`src/rtl/ssd1306_pkg.sv`:
```
// Shared constants and types for the SSD1306 SPI loopback receiver.
package ssd1306_pkg;

    localparam int unsigned BYTE_W = 8;

    localparam logic DC_CMD  = 1'b0;
    localparam logic DC_DATA = 1'b1;

    localparam logic [BYTE_W-1:0] CMD_DISPLAY_OFF = 8'hAE;
    localparam logic [BYTE_W-1:0] CMD_DISPLAY_ON  = 8'hAF;
    localparam logic [BYTE_W-1:0] CMD_COL_ADDR    = 8'h21;

    typedef struct packed {
        logic              dc;
        logic [BYTE_W-1:0] data;
    } rx_entry_t;

endpackage

```
`src/rtl/sync_cell.sv`:
```
// N-stage synchroniser for one asynchronous input; resets to a chosen idle level.
module sync_cell #(
    parameter int unsigned STAGES    = 2,
    parameter logic        RESET_VAL = 1'b0
) (
    input  logic clk,
    input  logic rst_n,
    input  logic d_i,
    output logic q_o
);

    logic [STAGES-1:0] sync_q;

    always_ff @(posedge clk or negedge rst_n) begin
        if (!rst_n) begin
            sync_q <= {STAGES{RESET_VAL}};
        end else begin
            sync_q <= {sync_q[STAGES-2:0], d_i};
        end
    end

    assign q_o = sync_q[STAGES-1];

endmodule

```
`src/rtl/ssd1306_spi_sink.sv`:
```
// Oversampling receive end of the 4-wire SSD1306 SPI link: rebuilds {D/C, byte}
// pairs and queues them in a small FIFO behind a valid/ready port.
module ssd1306_spi_sink
    import ssd1306_pkg::*;
#(
    parameter int unsigned FIFO_DEPTH  = 4,
    parameter int unsigned SYNC_STAGES = 2
) (
    input  logic              clk,
    input  logic              rst_n,
    input  logic              spi_sclk_in,
    input  logic              spi_csn_in,
    input  logic              spi_dc_in,
    input  logic              spi_mosi_in,
    output logic [BYTE_W-1:0] rx_data_out,
    output logic              rx_dc_out,
    output logic              rx_valid_out,
    input  logic              rx_ready_in,
    output logic              overflow_out,
    output logic              frame_err_out,
    output logic              busy_out,
    input  logic              clear_in
);

    localparam int unsigned PTR_W = $clog2(FIFO_DEPTH);
    localparam logic [PTR_W:0] PTR_ONE = 1;

    logic sclk_s, csn_s, dc_s, mosi_s;

    sync_cell #(.STAGES(SYNC_STAGES), .RESET_VAL(1'b0)) u_sync_sclk (
        .clk(clk), .rst_n(rst_n), .d_i(spi_sclk_in), .q_o(sclk_s));
    sync_cell #(.STAGES(SYNC_STAGES), .RESET_VAL(1'b1)) u_sync_csn (
        .clk(clk), .rst_n(rst_n), .d_i(spi_csn_in), .q_o(csn_s));
    sync_cell #(.STAGES(SYNC_STAGES), .RESET_VAL(1'b0)) u_sync_dc (
        .clk(clk), .rst_n(rst_n), .d_i(spi_dc_in), .q_o(dc_s));
    sync_cell #(.STAGES(SYNC_STAGES), .RESET_VAL(1'b0)) u_sync_mosi (
        .clk(clk), .rst_n(rst_n), .d_i(spi_mosi_in), .q_o(mosi_s));

    logic              sclk_prev_q, rise_q, mosi_q, dc_q, csn_q;
    logic [2:0]        cnt_q;
    logic [BYTE_W-1:0] shift_q;
    logic              push_q;
    rx_entry_t         push_entry_q;
    logic              overflow_q, frame_err_q;
    rx_entry_t         mem_q [FIFO_DEPTH];
    logic [PTR_W:0]    wr_ptr_q, rd_ptr_q;

    logic csn_rise, frame_err_set, overflow_set;
    logic empty, full, pop, push_ok;

    assign csn_rise      = csn_s & ~csn_q;
    assign frame_err_set = csn_rise & (cnt_q != 3'd0);

    // Edge pulse, MOSI, D/C and CSn are registered together so they stay aligned.
    always_ff @(posedge clk or negedge rst_n) begin
        if (!rst_n) begin
            sclk_prev_q  <= 1'b0;
            rise_q       <= 1'b0;
            mosi_q       <= 1'b0;
            dc_q         <= 1'b0;
            csn_q        <= 1'b1;
            cnt_q        <= 3'd0;
            shift_q      <= '0;
            push_q       <= 1'b0;
            push_entry_q <= '0;
        end else begin
            sclk_prev_q <= sclk_s;
            rise_q      <= sclk_s & ~sclk_prev_q;
            mosi_q      <= mosi_s;
            dc_q        <= dc_s;
            csn_q       <= csn_s;
            push_q      <= 1'b0;
            if (csn_rise) begin
                cnt_q   <= 3'd0;
                shift_q <= '0;
            end else if (rise_q && !csn_q) begin
                shift_q <= {shift_q[BYTE_W-2:0], mosi_q};
                cnt_q   <= cnt_q + 3'd1;
                if (cnt_q == 3'd7) begin
                    push_q       <= 1'b1;
                    push_entry_q <= '{dc: dc_q, data: {shift_q[BYTE_W-2:0], mosi_q}};
                end
            end
        end
    end

    assign empty = (wr_ptr_q == rd_ptr_q);
    assign full  = (wr_ptr_q[PTR_W] != rd_ptr_q[PTR_W]) &&
                   (wr_ptr_q[PTR_W-1:0] == rd_ptr_q[PTR_W-1:0]);
    assign pop          = ~empty & rx_ready_in;
    assign push_ok      = push_q & (~full | pop);
    assign overflow_set = push_q & full & ~pop;

    always_ff @(posedge clk or negedge rst_n) begin
        if (!rst_n) begin
            for (int i = 0; i < int'(FIFO_DEPTH); i++) begin
                mem_q[i] <= '0;
            end
            wr_ptr_q <= '0;
            rd_ptr_q <= '0;
        end else begin
            if (push_ok) begin
                mem_q[wr_ptr_q[PTR_W-1:0]] <= push_entry_q;
                wr_ptr_q <= wr_ptr_q + PTR_ONE;
            end
            if (pop) begin
                rd_ptr_q <= rd_ptr_q + PTR_ONE;
            end
        end
    end

    // A set in the same cycle as clear_in wins.
    always_ff @(posedge clk or negedge rst_n) begin
        if (!rst_n) begin
            overflow_q  <= 1'b0;
            frame_err_q <= 1'b0;
        end else begin
            overflow_q  <= overflow_set | (overflow_q & ~clear_in);
            frame_err_q <= frame_err_set | (frame_err_q & ~clear_in);
        end
    end

    assign rx_data_out   = mem_q[rd_ptr_q[PTR_W-1:0]].data;
    assign rx_dc_out     = mem_q[rd_ptr_q[PTR_W-1:0]].dc;
    assign rx_valid_out  = ~empty;
    assign overflow_out  = overflow_q;
    assign frame_err_out = frame_err_q;
    assign busy_out      = ~csn_s;

endmodule

```
`config.mk`:
```
export PLATFORM = sky130hd
export DESIGN_NAME = ssd1306_spi_sink
export DESIGN_NICKNAME = d
export VERILOG_FILES = /design/src/rtl/ssd1306_pkg.sv /design/src/rtl/sync_cell.sv /design/src/rtl/ssd1306_spi_sink.sv
export SDC_FILE = /design/constraint.sdc
export NUM_CORES = 1
export LEC_CHECK = 0
export BUFFER_PORTS_ARGS = -buffer_cell sky130_fd_sc_hd__buf_2
export CAP_MARGIN = 40
export CORE_MARGIN = 10
export CORE_UTILIZATION = 60
export CTS_BUF_LIST = sky130_fd_sc_hd__clkbuf_16
export CTS_CLUSTER_SIZE = 28
export DETAILED_ROUTE_END_ITERATION = 10
export GPL_TIMING_DRIVEN = 0
export PLACE_DENSITY = 0.81
export RECOVER_POWER = 50
export SYNTH_ARGS = -nofsm -noshare
export SYNTH_HDL_FRONTEND = slang
export SYNTH_SLANG_ARGS = --single-unit
```
`constraint.sdc`:
```
create_clock -name clk -period 2.2 [get_ports clk]
set_input_delay 0.44 -clock clk [delete_from_list [all_inputs] [get_ports clk]]
set_output_delay 0.44 -clock clk [all_outputs]
set_load 0.1 [all_outputs]
```
; Word level (Yosys, flattened, before mapping)
; Index checks and enable logic that the tools add are counted.
[op_classes]
eq_ne = 4
n_lt_le_gt_ge = 3
n_reduce_logical = 7
n_mux = 13
n_addsub = 3
bitwise_logic = 22
[ops]
columns = operator, count
row1 = bitwise mux 36 bit, 1
row2 = 2-to-1 mux 9 bit, 3
row3 = binary-select mux 9 bit (select 2 bit), 1
row4 = demux 9 bit (select 2 bit), 1
row5 = 2-to-1 mux 7 bit, 2
row6 = adder 3 x 1 -> 3 bit (second input constant), 3
row7 = AND 1 bit, 9
row8 = inverter 1 bit, 8
row9 = >= comparator 3 bit (second input constant), 2
row10 = 2-to-1 mux 3 bit, 2
row11 = inverter 2 -> 3 bit, 2
row12 = equality test 3 bit, 1
row13 = equality test 3 bit (second input constant), 1
row14 = logical AND 1 bit, 3
row15 = less-than comparator 3 x 1 -> 1 bit (second input constant), 1
row16 = 2-to-1 mux 1 bit, 3
row17 = OR 1 bit, 3
row18 = AND reduction 3 bit, 1
row19 = nonzero test 3 bit, 1
row20 = equality test 2 bit, 1
row21 = nonzero test 2 bit, 1
row22 = zero test 1 bit, 1
row23 = inequality test 1 bit, 1
[totals]
output_inout_bits = 13
regBits = 77
wordCells = 78

; Depth between registers and ports, before layout
[depth]
depth_word = 6
ltp_mapped = 5
ltp_nobuf = 5

; Modules after synthesis
; A second synthesis with hierarchy kept.
[unflattened]
hier_cells = 223
hier_area_um2 = 3326.9
[modules_own_cells]
columns = mod, seq_area_each_um2, cells_each, area_each_um2, n_inst
row1 = ssd1306_spi_sink, 1727.9, 215, 3124.2, 1
row2 = sync_cell (u_sync_dc ...), 50.0, 2, 50.0, 3
row3 = sync_cell (u_sync_csn), 52.6, 2, 52.6, 1

; Worst setup path before layout
; Ideal clock, no wire load.
[synth_path]
path_type = register -> output
start = register wr_ptr_q[0]
end = output port rx_valid_out
required_ns = 1.760
slack_ns = 0.031
path_stages_with_launch = 4
arrival_ns = 1.729
path_buffers = 0
cell_sequence = dfrtp_1 xor2_2 nor2_1 nand2_1
[synth_between]
elab_chain_cells = 2
[synth_lines]
columns = element, line
row1 = "start, declared", ssd1306_spi_sink.sv:46  ; logic [PTR_W:0] wr_ptr_q, rd_ptr_q;
row2 = "start signal, assigned", ssd1306_spi_sink.sv:104  ; wr_ptr_q <= wr_ptr_q + PTR_ONE;
row3 = equality test 3 bit, ssd1306_spi_sink.sv:87  ; assign empty = (wr_ptr_q == rd_ptr_q);
row4 = inverter 1 bit, ssd1306_spi_sink.sv:125  ; assign rx_valid_out = ~empty;
row5 = "end, declared", ssd1306_spi_sink.sv:17  ; output logic rx_valid_out,
; Every way passes these cells.

; Final worst setup path
[layout_path]
start = register rd_ptr_q[0]
end = output port rx_data_out[5]
[layout_between]
elab_chain_cells = 4
[layout_lines]
columns = element, line
row1 = "start, declared", ssd1306_spi_sink.sv:46
row2 = "start signal, assigned", ssd1306_spi_sink.sv:107  ; rd_ptr_q <= rd_ptr_q + PTR_ONE;
row3 = inverter 2 -> 3 bit (not written as such), ssd1306_spi_sink.sv:123  ; assign rx_data_out = mem_q[rd_ptr_q[PTR_W-1:0]].data;
row4 = binary-select mux 9 bit (select 2 bit), ssd1306_spi_sink.sv:123
row5 = 2-to-1 mux 9 bit (2 in series), n/a
row6 = "end, declared", ssd1306_spi_sink.sv:15  ; output logic [BYTE_W-1:0] rx_data_out,
; Every way passes these cells. The select of a mux whose other input is x is not followed.

==> run metrics <==
status finished clean; PwrDens slightly below 1000 mW/mm2; Via-to-Cell Ratio 5.58; total gr overflow 0; Worst-Margin Slew between 1000 and 1500 ps; CTS buffer count 9; Clock Power Share between 40% and 50%; Worst Hold Class in -> reg; share of cells above drive strength 1 between 40% and 50%; Setup WS post-layout between 30 and 40 ps; clock tree sinks between 70 and 80; GRT Max-Usage Layer met2; Setup CP Type reg -> out; dominant synthesized flop cell dfrtp_1; Initial Util between 60% and 70%; ANT cells 0; Final ANT Viol Nets 0; insertion delay to the later sink of the worst-skew pair 320 ps; Crit. End Element output pin; Max-cap violations 0; slowest stage delay, CP approximately 530 ps; CP required 1760 ps; dpl cells approximately 320; Root Buffer clkbuf_16; register share of total power approximately two fifths; Net Sw Frac a little over a quarter; crit path DAT 1720 ps; final hold violations 0; average size of a mapped cell 14.8 um2; Nets approximately 270; pre-CTS WS about 76 ps; P_int about 0.0028 W; CTS tree yes; WHS Path Cells 1; die area a little under 0.009 mm2; Fmax achieved about 0.46 GHz; initial DRC count 74; RR Startpoint wr_ptr_q[0]$_DFFE_PN0P_; reg2reg path depth 3; EDFF count, synth 0; met2 GRT Util a little under a quarter; Placeable Area roughly 0.0054 mm2; I/O Pins 21; worst-path cell chain buf_8 -> mux4_2 -> buf_4; hold_ws 214 ps; Worst Skew approximately 5.0 ps; DIE WIDTH around 95 um; Hold EP u_sync_csn.sync_q[0]$_DFF_PN1_; unrepaired setup endpoints after global routing no; initial antenna violation count 0; mapped cell area ~0.0033 mm2; post-layout minimum cycle time roughly 2200 ps; Post-DP HPWL roughly 3.6 mm; vias 1865; buffers and inverters on the worst path 2; Pre-antenna DRT Iters 4; Routed wire per std cell 17.0 um; Post-Synthesis Cells 225; final count of negative-setup-slack endpoints 0; area delta synth->final 18.3%; peak supply drop around 0.6 mV; Crit-path slowest cell mux4_2; Final period util a little over nine tenths; crit path launch type register; Top delay family on crit path multiplexers; final non-filler cell total approximately 330; Reg-to-Reg End mem_q[21]$_DFFE_PN0P_; Synth area leader dfrtp_1; crit path max fanout 10; Cell variety after synth 28; slew margin rel. between 20% and 30%; setup_tns 0 ps; #FFs+latches synth slightly below 80; leakage between 1.5 and 2 nW; H-tree Lvls 3; Placer Congestion 0.721; vias in the first global route 1938; final wirelength approximately 5.7 mm; Synth async-reset ratio 100%; post-layout util a little over 70%; global-route wire length before repair between 9 and 10 mm; Ys Warns 0; pin count of the biggest net entering global routing 55; Yosys top cell area share a little under three fifths; DRC 0; sw power just over 0.001 W; met1 Use GR 17.4%; GRT Util Overall ~14%; Final Max Slew Viols 0; hold_sp spi_csn_in; Mapped Nets between 200 and 250; Comb pwr share 16.7%; top cells by area, synth dfrtp_1 55%, mux2_2 16%, mux4_2 6.1%; flop2flop setup slack between 100 and 150 ps; Port Buffer Count 19; Worst-path clk slew 50 ps; clock buffer depth 2; Rows 27; register area share after synthesis between 50 and 60%; Die Ht approximately 95 um; M3 GR Usage roughly 3.6%
==> state kept, by name (all words and copies together) (netlist names) <==
signal              flops
rd_ptr_q                3
u_sync_dc.sync_q        2
overflow_out            1
cnt_q                   3
u_sync_sclk.sync_q      2
dc_q                    1
shift_q                 7
wr_ptr_q                3
u_sync_csn.sync_q       2
rise_q                  1
frame_err_out           1
csn_q                   1
mosi_q                  1
mem_q                  36
push_q                  1
push_entry_q            9
sclk_prev_q             1
u_sync_mosi.sync_q      2
==> cell usage in the layout (no fill, tap or decap), types with 6 or more instances in the layout <==
cell type | netlist | final
a21oi_1 | 9 | 9
buf_2 | 1 | 9
buf_4 | 0 | 11
clkbuf_1 | 6 | 6
clkbuf_16 | 0 | 9
dfrtp_1 | 74 | 72
ha_1 | 8 | 8
inv_1 | 7 | 7
mux2_2 | 47 | 47
mux4_2 | 9 | 9
nand2_1 | 12 | 12
nor2b_1 | 12 | 12
o21ai_0 | 9 | 9
==> layer usage <==
| metal | wire length (um) | share of wire (%) |
|---|---|---|
| met5 | 0 | 0 |
| met4 | 109 | 1.9 |
| met3 | 211 | 3.7 |
| met2 | 2880 | 51 |
| met1 | 2490 | 44 |
==> final cells by class <==
type / count / area [um2]
clock inverters: 7 / 114
fillers: 333 / 1490
repair buffers: 21 / 134
flip-flops and latches: 77 / 1930
clock buffers: 9 / 225
plain buffers: 8 / 43.8
multi-input cells: 133 / 1380
inverters: 7 / 26.3
well taps: 72 / 90.1
==> cells in the mapped netlist (3+ instances only) <==
cell type and instances:
inv_1 7, a21oi_1 9, dfrtp_1 74, o21ai_0 9, xnor2_1 3, mux2_2 47, nor2b_1 12, o41ai_4 4
and2_1 4, dfstp_2 3, clkbuf_1 6, mux4_2 9, nand2_1 12, ha_1 8
==> per-stage QoR <==
stage | area, um2 | total power (W)
after CTS | 3950 | 0.00385
after detailed placement | 3550 | 0.00215
after global placement | 3520 | 0.00213
after global routing | 3950 | 0.00398
after floorplan | 3340 | 0.00201
final | 3950 | 0.00383
==> what timing repair did <==
item | in CTS | in global routing
pin swaps | 0 | 1
resized for setup | 17 | 3
hold buffers | 0 | 0
endpoints found under the setup margin | 10 | 7
buffers inserted | 0 | 1
==> power by group through the flow <==
stage                     clock, W  sequential (W)  combinational (W)
after detailed placement         0         0.00156           0.000591
after global placement           0         0.00155           0.000576
after CTS                  0.00167         0.00155           0.000630
after global routing       0.00173         0.00156           0.000689
after floorplan                  0         0.00156           0.000452
final                      0.00164         0.00155           0.000638
==> logic make-up after synthesis <==
kind of cell,count (synthesis),share of synthesized area [%]
buf+inv,15,1.76
simple gates,32,4.91
flops,77,57.9
mux,56,21.9
compound gates,30,8.02
xor+xnor,7,2.51
fa+ha+maj,8,3.00
==> worst reg2reg max path, cell delays in order, from the launching register on <==
cell and delay, ps:
dfrtp_2 470, xor2_4 260, o41ai_4 820, mux2_2 420
==> worst max path at each step <==
stage                                        from  cells after the start  slack [ps]                    to
after global routing      rd_ptr_q[0]$_DFFE_PN0P_                      3         0.5        rx_data_out[0]
after global placement    wr_ptr_q[0]$_DFFE_PN0P_                      3         100  mem_q[0]$_DFFE_PN0P_
after CTS                 rd_ptr_q[0]$_DFFE_PN0P_                      3          10        rx_data_out[5]
after floorplan           wr_ptr_q[0]$_DFFE_PN0P_                      3          30          rx_valid_out
final                     rd_ptr_q[0]$_DFFE_PN0P_                      3          40        rx_data_out[5]
after detailed placement  wr_ptr_q[0]$_DFFE_PN0P_                      4          80          rx_valid_out
No activity file was read; power rests on OpenSTA's default activity.
